`src/rtl/mlp_layer_sequencer_if.sv`:
```
// Engine launch/completion port and result handshake of the layer sequencer.
interface mlp_layer_sequencer_if #(
  parameter int MAX_LAYERS = 8,
  parameter int DIM_W      = 10,
  parameter int IDX_W      = 4
);
  localparam int LW = $clog2(MAX_LAYERS);

  logic             eng_start;
  logic [1:0]       eng_op;
  logic [LW-1:0]    eng_layer;
  logic [DIM_W-1:0] eng_k;
  logic [DIM_W-1:0] eng_n;
  logic             eng_done;
  logic [IDX_W-1:0] argmax_idx;
  logic             result_valid;
  logic             result_ready;
  logic [IDX_W-1:0] result_class;

  modport master (
    output eng_start, eng_op, eng_layer, eng_k, eng_n, result_valid, result_class,
    input  eng_done, argmax_idx, result_ready
  );

  modport slave (
    input  eng_start, eng_op, eng_layer, eng_k, eng_n, result_valid, result_class,
    output eng_done, argmax_idx, result_ready
  );
endinterface

```
`src/rtl/mlp_layer_sequencer.sv`:
```
// Control FSM that walks a layer table, issuing MM / ReLU / argmax ops to a
// shared engine, with abort, watchdog, result handshake and busy-cycle count.
module mlp_layer_sequencer #(
  parameter int MAX_LAYERS = 8,
  parameter int DIM_W      = 10,
  parameter int IDX_W      = 4,
  parameter int TO_W       = 20,
  parameter int CYC_W      = 32,
  localparam int LW        = $clog2(MAX_LAYERS)
) (
  input  logic             clk,
  input  logic             reset,
  input  logic             cfg_we,
  input  logic [LW-1:0]    cfg_layer,
  input  logic [DIM_W-1:0] cfg_k,
  input  logic [DIM_W-1:0] cfg_n,
  input  logic             cfg_relu,
  input  logic [LW:0]      num_layers,
  input  logic             start,
  input  logic             abort,
  mlp_layer_sequencer_if.master bus,
  output logic             busy,
  output logic             error,
  output logic [CYC_W-1:0] cycle_count,
  output logic [2:0]       state
);

  typedef enum logic [2:0] {
    IDLE       = 3'd0,
    MM_ISSUE   = 3'd1,
    MM_WAIT    = 3'd2,
    RELU_ISSUE = 3'd3,
    RELU_WAIT  = 3'd4,
    ARG_ISSUE  = 3'd5,
    ARG_WAIT   = 3'd6,
    RESULT     = 3'd7
  } state_t;

  state_t           cur;
  logic [DIM_W-1:0] tab_k [MAX_LAYERS];
  logic [DIM_W-1:0] tab_n [MAX_LAYERS];
  logic [MAX_LAYERS-1:0] tab_relu;
  logic [LW-1:0]    layer;
  logic [LW-1:0]    last;
  logic [TO_W-1:0]  wd;
  logic [TO_W-1:0]  wd_next;
  logic [LW:0]      nl_m1;
  logic [IDX_W-1:0] class_q;
  logic             start_ok;
  logic             in_wait;
  logic             timeout;

  assign start_ok = (num_layers != '0) && (num_layers <= (LW+1)'(MAX_LAYERS));
  assign nl_m1    = num_layers - 1'b1;
  assign in_wait  = (cur == MM_WAIT) || (cur == RELU_WAIT) || (cur == ARG_WAIT);
  assign wd_next  = wd + 1'b1;
  // The watchdog fires on the wait cycle whose increment would reach all-ones.
  assign timeout  = in_wait && !bus.eng_done && (wd_next == '1);

  assign busy              = (cur != IDLE) && (cur != RESULT);
  assign state             = cur;
  assign bus.result_valid  = (cur == RESULT);
  assign bus.result_class  = class_q;

  // Layer table: writable only while idle so a running pass sees stable dims.
  always_ff @(posedge clk or posedge reset) begin
    if (reset) begin
      for (int unsigned i = 0; i < MAX_LAYERS; i++) begin
        tab_k[i] <= '0;
        tab_n[i] <= '0;
      end
      tab_relu <= '0;
    end else if (cfg_we && cur == IDLE) begin
      tab_k[cfg_layer]    <= cfg_k;
      tab_n[cfg_layer]    <= cfg_n;
      tab_relu[cfg_layer] <= cfg_relu;
    end
  end

  // Engine command decode from the registered state and layer index.
  always_comb begin
    bus.eng_start = 1'b0;
    bus.eng_op    = 2'd0;
    bus.eng_layer = '0;
    bus.eng_k     = '0;
    bus.eng_n     = '0;
    case (cur)
      MM_ISSUE, MM_WAIT: begin
        bus.eng_start = (cur == MM_ISSUE);
        bus.eng_op    = 2'd0;
        bus.eng_layer = layer;
        bus.eng_k     = tab_k[layer];
        bus.eng_n     = tab_n[layer];
      end
      RELU_ISSUE, RELU_WAIT: begin
        bus.eng_start = (cur == RELU_ISSUE);
        bus.eng_op    = 2'd1;
        bus.eng_layer = layer;
        bus.eng_n     = tab_n[layer];
      end
      ARG_ISSUE, ARG_WAIT: begin
        bus.eng_start = (cur == ARG_ISSUE);
        bus.eng_op    = 2'd2;
        bus.eng_layer = last;
        bus.eng_n     = tab_n[last];
      end
      default: ;
    endcase
  end

  // Sequencer FSM with watchdog, sticky error, result capture and cycle count.
  always_ff @(posedge clk or posedge reset) begin
    if (reset) begin
      cur         <= IDLE;
      layer       <= '0;
      last        <= '0;
      wd          <= '0;
      error       <= 1'b0;
      class_q     <= '0;
      cycle_count <= '0;
    end else begin
      if (busy && cycle_count != '1) cycle_count <= cycle_count + 1'b1;
      if (busy && abort) begin
        cur <= IDLE;
      end else begin
        case (cur)
          IDLE: begin
            if (start) begin
              if (start_ok) begin
                cur         <= MM_ISSUE;
                layer       <= '0;
                last        <= nl_m1[LW-1:0];
                error       <= 1'b0;
                cycle_count <= '0;
              end else begin
                error <= 1'b1;
              end
            end
          end
          MM_ISSUE:   begin wd <= '0; cur <= MM_WAIT;   end
          RELU_ISSUE: begin wd <= '0; cur <= RELU_WAIT; end
          ARG_ISSUE:  begin wd <= '0; cur <= ARG_WAIT;  end
          MM_WAIT: begin
            wd <= wd_next;
            if (timeout) begin
              error <= 1'b1;
              cur   <= IDLE;
            end else if (bus.eng_done) begin
              if (tab_relu[layer]) begin
                cur <= RELU_ISSUE;
              end else if (layer == last) begin
                cur <= ARG_ISSUE;
              end else begin
                layer <= layer + 1'b1;
                cur   <= MM_ISSUE;
              end
            end
          end
          RELU_WAIT: begin
            wd <= wd_next;
            if (timeout) begin
              error <= 1'b1;
              cur   <= IDLE;
            end else if (bus.eng_done) begin
              if (layer == last) begin
                cur <= ARG_ISSUE;
              end else begin
                layer <= layer + 1'b1;
                cur   <= MM_ISSUE;
              end
            end
          end
          ARG_WAIT: begin
            wd <= wd_next;
            if (timeout) begin
              error <= 1'b1;
              cur   <= IDLE;
            end else if (bus.eng_done) begin
              class_q <= bus.argmax_idx;
              cur     <= RESULT;
            end
          end
          RESULT: begin
            if (bus.result_ready) cur <= IDLE;
          end
          default: cur <= IDLE;
        endcase
      end
    end
  end

endmodule
```
`src/flat_wrapper.sv`:
```
// flat-port wrapper written by rule: the top's interface ports become plain ports
module mlp_layer_sequencer_flat 
#(
  parameter int MAX_LAYERS = 8,
  parameter int DIM_W      = 10,
  parameter int IDX_W      = 4,
  parameter int TO_W       = 20,
  parameter int CYC_W      = 32,
  localparam int LW        = $clog2(MAX_LAYERS)
)
  (clk, reset, cfg_we, cfg_layer, cfg_k, cfg_n, cfg_relu, num_layers, start, abort, busy, error, cycle_count, state, bus_eng_start, bus_eng_op, bus_eng_layer, bus_eng_k, bus_eng_n, bus_result_valid, bus_result_class, bus_eng_done, bus_argmax_idx, bus_result_ready);
  mlp_layer_sequencer_if #(.MAX_LAYERS(MAX_LAYERS), .DIM_W(DIM_W), .IDX_W(IDX_W)) bus_i ();
  input  logic clk;
  input  logic reset;
  input  logic cfg_we;
  input  logic [LW-1:0] cfg_layer;
  input  logic [DIM_W-1:0] cfg_k;
  input  logic [DIM_W-1:0] cfg_n;
  input  logic cfg_relu;
  input  logic [LW:0] num_layers;
  input  logic start;
  input  logic abort;
  output logic busy;
  output logic error;
  output logic [CYC_W-1:0] cycle_count;
  output logic [2:0] state;
  output wire logic [$bits(bus_i.eng_start)-1:0] bus_eng_start;
  output wire logic [$bits(bus_i.eng_op)-1:0] bus_eng_op;
  output wire logic [$bits(bus_i.eng_layer)-1:0] bus_eng_layer;
  output wire logic [$bits(bus_i.eng_k)-1:0] bus_eng_k;
  output wire logic [$bits(bus_i.eng_n)-1:0] bus_eng_n;
  output wire logic [$bits(bus_i.result_valid)-1:0] bus_result_valid;
  output wire logic [$bits(bus_i.result_class)-1:0] bus_result_class;
  input wire logic [$bits(bus_i.eng_done)-1:0] bus_eng_done;
  input wire logic [$bits(bus_i.argmax_idx)-1:0] bus_argmax_idx;
  input wire logic [$bits(bus_i.result_ready)-1:0] bus_result_ready;
  assign bus_eng_start = bus_i.eng_start;
  assign bus_eng_op = bus_i.eng_op;
  assign bus_eng_layer = bus_i.eng_layer;
  assign bus_eng_k = bus_i.eng_k;
  assign bus_eng_n = bus_i.eng_n;
  assign bus_result_valid = bus_i.result_valid;
  assign bus_result_class = bus_i.result_class;
  assign bus_i.eng_done = bus_eng_done;
  assign bus_i.argmax_idx = bus_argmax_idx;
  assign bus_i.result_ready = bus_result_ready;
  mlp_layer_sequencer #(.MAX_LAYERS(MAX_LAYERS), .DIM_W(DIM_W), .IDX_W(IDX_W), .TO_W(TO_W), .CYC_W(CYC_W)) u_core (.clk(clk), .reset(reset), .cfg_we(cfg_we), .cfg_layer(cfg_layer), .cfg_k(cfg_k), .cfg_n(cfg_n), .cfg_relu(cfg_relu), .num_layers(num_layers), .start(start), .abort(abort), .bus(bus_i), .busy(busy), .error(error), .cycle_count(cycle_count), .state(state));
endmodule
```
`config.mk`:
```
export PLATFORM = sky130hd
export DESIGN_NAME = mlp_layer_sequencer_flat
export DESIGN_NICKNAME = d
export VERILOG_FILES = /design/src/rtl/mlp_layer_sequencer_if.sv /design/src/rtl/mlp_layer_sequencer.sv /design/src/flat_wrapper.sv
export SDC_FILE = /design/constraint.sdc
export NUM_CORES = 1
export LEC_CHECK = 0
export ABC_AREA = 0
export CORE_AREA = 3 3 145 147
export DETAILED_ROUTE_END_ITERATION = 16
export DIE_AREA = 0 0 148 150
export DONT_BUFFER_PORTS = 1
export PLACE_DENSITY = 0.76
export SETUP_SLACK_MARGIN = 0.5
export SLEW_MARGIN = 20
export SYNTH_ARGS = -nofsm -noshare
export SYNTH_HDL_FRONTEND = slang
export SYNTH_SLANG_ARGS = --single-unit
```
`constraint.sdc`:
```
create_clock -name clk -period 7.88 [get_ports clk]
set_clock_uncertainty 0.1 [all_clocks]
set_input_delay 0.788 -clock clk [delete_from_list [all_inputs] [get_ports clk]]
set_output_delay 0.788 -clock clk [all_outputs]
set_load 0.02 [all_outputs]
```
# ---- Word-level counts from Yosys, hierarchy flattened
# Index checks and enable logic that the tools add are counted.
dict set report op_classes {
  n_addsub 4
  multipliers 0
  div_mod_pow 0
  n_lt_le_gt_ge 8
  eq_ne 25
  shifts 0
  n_mux 55
  bitwise 5
  n_reduce_logical 30
}
# op count
set ops {}
lappend ops {{80-bit bitwise mux} 2}
lappend ops {{32-bit two-way mux} 5}
lappend ops {{10-bit binary-select mux with 3-bit select} 3}
lappend ops {{10-bit two-way mux} 8}
lappend ops {{3-bit two-way mux} 20}
lappend ops {{20-bit one-hot mux with 2 select lines} 1}
lappend ops {{32-bit by 1-bit adder with 32-bit output (second input constant)} 1}
lappend ops {{32-bit != test (second input constant)} 1}
lappend ops {{10-bit demux with 3-bit select} 1}
lappend ops {{3-bit one-hot mux with 8 select lines} 1}
lappend ops {{20-bit by 1-bit adder with 20-bit output (second input constant)} 1}
lappend ops {{20-bit equality test (second input constant)} 1}
lappend ops {{10-bit one-hot mux with 2 select lines} 1}
lappend ops {{3-bit equality test (second input constant)} 4}
lappend ops {{4-bit greater-or-equal comparator (second input constant)} 3}
lappend ops {{2-bit != test (second input constant)} 6}
lappend ops {{4-bit by 3-bit != test with 1-bit output (second input constant)} 3}
lappend ops {{3-bit NOT with 4-bit output} 3}
lappend ops {{4-bit AND reduction} 3}
lappend ops {{1-bit logical AND} 9}
lappend ops {{3-bit one-hot mux with 3 select lines} 1}
lappend ops {{9-bit AND reduction} 1}
lappend ops {{8-bit bitwise mux} 1}
lappend ops {{3-bit by 4-bit less-than comparator with 1-bit output (second input constant)} 2}
lappend ops {{other kinds (31)} 45}
dict set report word_totals {
  ff_bits 234
  latchBits 0
  ramBits 0
  mem_bits_ro 0
  in_bits 39
  out_inout_bits 68
  elab_cells 151
  n_memories 0
}

# ---- Logic depth before layout (Yosys ltp)
# Gate-level depths: netlist of run 1.
dict set report logic_depth {
  word_depth 8
  ltp_mapped 8
  depth_no_buf 8
}

# ---- Worst setup path after synthesis of run 1
# No wires, ideal clock.
dict set report synth_path {
  path_kind {flip-flop to output port}
  from {register u_core.layer[0]}
  to {output bus_eng_n[1]}
  arrival_ps 1811
  required_ps 6992
  setup_slack_ps 5181
  path_stages_with_launch 6
  path_buffers 2
  cell_sequence {dfrtp_1 > clkbuf_1 > buf_2 > mux4_2 > mux2i_1 > o22ai_1}
}
dict set report synth_via {
  elab_chain_cells 5
}
# item line
set synth_lines {}
lappend synth_lines {{start: declaration} mlp_layer_sequencer.sv:43} ;# logic [LW-1:0] layer;
lappend synth_lines {{start signal: assignment} mlp_layer_sequencer.sv:154} ;# layer <= layer + 1'b1;
lappend synth_lines {{start signal: assignment} mlp_layer_sequencer.sv:168} ;# layer <= layer + 1'b1;
lappend synth_lines {{3-bit NOT with 4-bit output (not written as such)} {mlp_layer_sequencer.sv:93, mlp_layer_sequencer.sv:99}}
lappend synth_lines {{10-bit binary-select mux with 3-bit select} {mlp_layer_sequencer.sv:93, mlp_layer_sequencer.sv:99}}
lappend synth_lines {{10-bit two-way mux (not written as such) (2 in a row)} {mlp_layer_sequencer.sv:93, mlp_layer_sequencer.sv:99}}
lappend synth_lines {{10-bit one-hot mux with 2 select lines} mlp_layer_sequencer.sv:87} ;# case (cur)
lappend synth_lines {{end: declaration} flat_wrapper.sv:31} ;# output wire logic [$bits(bus_i.eng_n)-1:0] bus_eng_n;
# Every way passes these cells. The select of a mux whose other input is x is not followed.

# ---- Final worst setup path of run 1
dict set report layout_path {
  from {register u_core.layer[2]}
  to {output bus_eng_layer[2]}
}
dict set report layout_via {
  elab_chain_cells 1
}
# item line
set layout_lines {}
lappend layout_lines {{3-bit one-hot mux with 2 select lines} mlp_layer_sequencer.sv:87}
lappend layout_lines {{end: declaration} flat_wrapper.sv:29} ;# output wire logic [$bits(bus_i.eng_layer)-1:0] bus_eng_layer;
# Every way passes these cells.

==> flow_summary.toml, run 1 <==
[logic_synthesis]
synth_common_cells = "dfrtp_1, mux2_2, nand2_1"
yosys.area.top_type = "dfrtp_1"
synth_cell_types = 63
synthCells = 973
yosysTopAreaCellShare = 0.484
synthArstFlopShare = 1.00
synth_area_um2 = 12100
syn_nets = 1017
yosysMostFrequentCell = "dfrtp_1"
synth-edff-count = 0
synth-main-ff-cell = "dfrtp_1"
ys_ff_latch = 234
synth_area_leaders = "dfrtp_1, mux2_2, mux4_2, nand2_1, o21ai_0"
ys_seq_area_frac = 0.484
syn_avg_cell_area_um2 = 12.4
yosys_warnings = 0

[cells_and_area]
antenna_cells = 0
drive_above_1_share = 0.312
fin_nets = 996
syn_to_final_growth_pct = 8.45
final_util = 0.655
final_cells = 1241

[setup_path]
cp-start-kind = "flip-flop"
ff2ff_path_depth = 5
crit_end = "bus_eng_layer[2]"
path_max_fanout = 22
required_ns = 6.99
r2r_slack_ns = 4.90
critPathArrivalTime_ns = 3.24
cp-end-kind = "primary output"
timing.rr.start = "u_core.state[1]$_DFFE_PP0P_"
r2r-end = "u_core.tab_k[34]$_DFFE_PP0P_"
setup.worst_path.start = "u_core.layer[2]$_DFFE_PP0P_"
critPathKind = "flip-flop to primary output"

[floorplanning]
start_util = 0.604
die_h_um = 150
dieArea_um2 = 22200
die_width_um = 148
pin_count = 107
rows = 52
core_area_um2 = 20000

[drt]
routed_via_density = 6.40
wl_per_cell_um = 21.9
antenna_left = 0
drt_iter0_markers = 474
vias = 7944
detail_route.first_pass.iterations = 5
finalWirelength_um = 27200
drc = 0

[place]
dp_cells = 1195
place_hpwl_um = 17000
io_buffers = 0
place.gp.congestion = 0.864

[cts]
htreeDepth = 1
postCtsSetupRepairBufs = 0
clockRootBuffer = "clkbuf_16"
clk_latency_ns = 0.52
clockBufferDepth = 3
cts_buffers = 25
cts_tree = "done"
path_clk_slew_ns = 0.06
cts_resized = 0
clkSinkCount = 234
cts_hold_buffers = 0

[min_path]
min-delay-path-class = "primary input to async pin"

[global_routing]
grt_util_met1 = 0.329
grt_pass1_wl_um = 43700
overflow = 0
use_met3 = 0.0612
antenna_found_initial = 0
grt_max_degree = 121
grt_pass1_vias = 8085
global_route.usage.total = 0.246
grt_use_met2 = 0.403
grt.busiest_layer = "met2"

[pwr]
leakagePower_nw = 5.37
peakVddDrop_v = 0.000219
p_per_area_nw_per_um2 = 366
total_power_mw = 4.81

[timing]
relSlewSlack = 0.259
finalCritPeriodShare = 0.524
hold_viol_final = 0
worst-slew-pin-transition_ns = 1.11
fmax_mhz = 242
fin_setup_tns_ns = 0
period_minus_slack_ns = 4.13
rsz0062_at_grt = "no"
slew_viol_final = 0
setup-violations-final = 0

[run]
maxCapViolCount = 0

[run_status]
status = "finished clean"
==> sequential cells by signal, indices dropped and copies added, names as in the netlist <==
name,cells
u_core.tab_k,80
u_core.tab_n,80
u_core.cycle_count,32
u_core.wd,20
u_core.tab_relu,8
u_core.bus.result_class,4
u_core.last,3
u_core.layer,3
u_core.state,3
u_core.error,1
==> where the power goes <==
group | switching [mW] | internal [mW]
clock network | 0.475 | 0.685
registers | 0.411 | 1.67
logic | 0.702 | 0.861
total | 1.59 | 3.22
==> kinds of logic (layout without fill, tap and decap cells) <==
group,Yosys count,in the layout,share of synthesized area
multiplexers,259,259,0.296
flip-flops,234,234,0.484
AND/OR/NAND/NOR,227,227,0.0976
AO/OA/AOI/OAI,140,140,0.0701
buffers and inverters,81,79,0.0277
XOR/XNOR,27,27,0.0195
adder cells (fa/ha/maj),5,5,0.00517
==> critical path, stage by stage (launching register included) <==
cell	delay (ns)
dfrtp_1	0.77
clkinv_1	1.04
o21ai_0	0.89
==> cell usage in the layout (no fill, tap or decap), drive strengths merged, types with 5 or more instances in the layout <==
cell type and n:
dfrtp 234, mux2 172, nand2 74, mux4 62, o21ai 51, nor2 36
a21oi 33, clkbuf 32, nand3 27, mux2i 25, xnor2 23, inv 19
or3 14, nand4 14, buf 14, o22ai 13, clkinv 12, nor3 11
and3 10, o31ai 10, nand3b 8, and2 7, and4 5, ha 5
nor4 5
==> per-stage QoR <==
stage | hold slack, ns | instance area, um2 | worst slack [ns]
floorplan | 0.371 | 12100 | 0.574
global placement | 0.382 | 12300 | 4.41
detailed placement | 0.389 | 12300 | 4.29
CTS | 0.215 | 13100 | 3.70
global route | 0.240 | 13100 | 3.60
finish | 0.178 | 13100 | 3.75
==> routing by layer <==
metal  part of all wire  up-vias
met4              0.023        0
met5                  0        -
li1                   -     3608
met1               0.42     4083
met2               0.49      210
met3              0.071       43
==> final cells by class <==
class	count	area, um2
inverters	19	78.8
fillers	1503	6910
flip-flops and latches	234	5860
well taps	270	338
clock buffers	32	692
clock inverters	14	124
multi-input cells	658	5930
repair buffers	14	105
==> worst min path at each step <==
stage,start,to,slack [ns],cells past startpoint
after floorplan,u_core.tab_n[30]$_DFFE_PP0P_,u_core.tab_n[30]$_DFFE_PP0P_,0.37,1
after global placement,u_core.tab_k[5]$_DFFE_PP0P_,u_core.tab_k[5]$_DFFE_PP0P_,0.38,1
after detailed placement,u_core.tab_k[3]$_DFFE_PP0P_,u_core.tab_k[3]$_DFFE_PP0P_,0.39,1
after CTS,reset,u_core.wd[9]$_DFFE_PP0P_,0.21,1
after global routing,reset,u_core.wd[8]$_DFFE_PP0P_,0.24,1
final,reset,u_core.wd[8]$_DFFE_PP0P_,0.18,1
Power figures use the tool's default switching activity.
==> run 2, diff against run 1 <==
Settings changed: CORE_AREA 3 3 145 147 to 3 3 149 151, DIE_AREA 0 0 148 150 to 0 0 152 154.
Clock period 7.88 ns to 3.3 ns, I/O delays scaled along.
==> run 2 against run 1 <==
Against the previous run:
- largest cell class unchanged
- highest routed layer unchanged
- sequential cell count stayed put
- non-clock buffer count is 65 higher
- critical path type unchanged
- global-route usage is 0.12 points lower
==> flow_summary.toml, run 2 (synthesis gave the netlist of run 1 again) <==
[timing]
worst-slew-pin-transition_ns = 0.858
finalCritPeriodShare = 0.830
slew_viol_final = 0
hold_viol_final = 0
fin_ws_ns = 0.561
rsz0062_at_grt = "yes"
fmax_mhz = 365
setup-violations-final = 0
relSlewSlack = 0.428
fin_setup_tns_ns = 0
period_minus_slack_ns = 2.74

[place]
dp_cells = 1229
io_buffers = 0
place_hpwl_um = 18500
pre_cts_slack_ns = 0.527
place.gp.congestion = 0.877

[pwr]
p_clk_frac = 0.226
p_per_area_nw_per_um2 = 853
p_sw_mw = 3.96
p_int_mw = 7.79
power_frac_seq = 0.418
peakVddDrop_v = 0.000527
leakagePower_nw = 5.67
total_power_mw = 11.8
sw_frac_of_total = 0.337
combPwrFrac = 0.356

[global_routing]
grt_max_degree = 112
antenna_found_initial = 0
overflow = 0
global_route.usage.total = 0.244
grt_pass1_wl_um = 46800
grt_pass1_vias = 8569

[floorplanning]
dieArea_um2 = 23400
core_area_um2 = 21000
pin_count = 107
rows = 53
die_h_um = 154
start_util = 0.578
die_width_um = 152

[drt]
routed_via_density = 6.40
drc = 0
wl_per_cell_um = 22.0
detail_route.first_pass.iterations = 5
antenna_left = 0
finalWirelength_um = 28800
drt_iter0_markers = 521
vias = 8374

[cts]
clk_latency_ns = 0.54
clockRootBuffer = "clkbuf_16"
clockBufferDepth = 3
clkSinkCount = 234
path_clk_slew_ns = 0.06
htreeDepth = 1
cts_tree = "done"
cts_buffers = 25

[cells_and_area]
syn_to_final_growth_pct = 13.8
final_cells = 1308
reg_top3 = "u_core.tab_k (80), u_core.tab_n (80), u_core.cycle_count (32)"
antenna_cells = 0
fin_nets = 1061
drive_above_1_share = 0.337
mostFrequentLayoutCells = "dfrtp_1, mux2_2, nand2_1, mux4_2, o21ai_0"
final_util = 0.657
final_common_cell = "dfrtp_1"

[setup_path]
required_ns = 2.87
path_max_fanout = 12
timing.rr.start = "u_core.state[2]$_DFFE_PP0P_"
cp-start-kind = "flip-flop"
setup.worst_path.start = "u_core.state[2]$_DFFE_PP0P_"
worstPathBufferInverterCount = 1
critPathKind = "flip-flop to primary output"
cp_top_family = "simple AND/OR/NAND/NOR gates"
cp-end-kind = "primary output"
ff2ff_path_depth = 6
r2r_slack_ns = 0.66
worstPathCellList = "or3_1, nand2_2, o22ai_1, buf_4"
r2r-end = "u_core.cycle_count[16]$_DFF_PP0_"
slowest_stage = "dfrtp_1"
critPathArrivalTime_ns = 2.31
slowest_delay_ns = 0.59

[min_path]
holdPathStages = 3
min_from = "num_layers[1]"
min_to = "u_core.last[1]$_DFFE_PP0P_"
min-delay-path-class = "primary input to flip-flop"

[run]
maxCapViolCount = 0

[run_status]
status = "finished clean"
==> run 2: cell count changes in the layout (fill, tap and decap cells not counted), moves of 4 or more <==
cell           delta
a21oi_2          +10
clkinv_2          -6
dlygate4sd3_1    +31
a21oi_1          -10
clkbuf_1          +4
buf_4            +26
nand2_1           -4
==> run 2: metal layers <==
metal  global-route usage  wire [um]
met5                    0          0
met4               0.0646        684
met3               0.0591       2220
met2                0.407      14300
met1                0.326      11600
==> run 2: power groups by stage <==
stage	logic, mW	registers [mW]	clock network [mW]
2_1_floorplan	3.33	4.54	0
3_3_place_gp	3.86	4.81	0
3_5_place_dp	3.99	4.92	0
4_1_cts	4.10	4.87	2.71
5_1_grt	4.53	5.05	2.83
6_report	4.18	4.91	2.66
==> run 2: final cells by class <==
class | instances | area, um2
clock buffer | 38 | 734
clock inverter | 5 | 40.0
fill | 1551 | 7180
inverter | 19 | 78.8
multi-input combinational | 658 | 6000
sequential | 234 | 5860
tap | 275 | 344
timing repair buffer | 79 | 719
==> run 2: repair_timing <==
action / in CTS / in global routing
gates cloned: 0 / 0
hold buffers: 31 / 0
gates resized for setup: 8 / 21
pin swaps: 0 / 1
endpoints found under the hold margin: 206 / 0
setup endpoints to repair: 24 / 57
setup buffers: 1 / 4
==> run 2: worst max path at each step <==
stage | to | slack (ns) | cells past startpoint
2_1_floorplan | u_core.bus.result_class[0]$_DFFE_PP0P_ | -0.19 | 1
3_3_place_gp | bus_eng_layer[2] | 0.55 | 7
3_5_place_dp | u_core.tab_n[11]$_DFFE_PP0P_ | 0.53 | 5
4_1_cts | bus_eng_k[2] | 0.43 | 4
5_1_grt | bus_eng_layer[1] | 0.47 | 4
6_report | bus_eng_n[8] | 0.56 | 4
==> run 2: stage by stage <==
step / area, um2 / hold WS (ns)
2_1_floorplan: 12100 / 0.329
3_3_place_gp: 12600 / 0.230
3_5_place_dp: 12600 / 0.227
4_1_cts: 13700 / 0.00143
5_1_grt: 13800 / 0.0338
6_report: 13800 / 0.0200
==> run 2: tightest hold or removal path, cell delays in order <==
cell,delay [ns]
inv_1,0.04
ha_1,0.15
o21ai_0,0.08
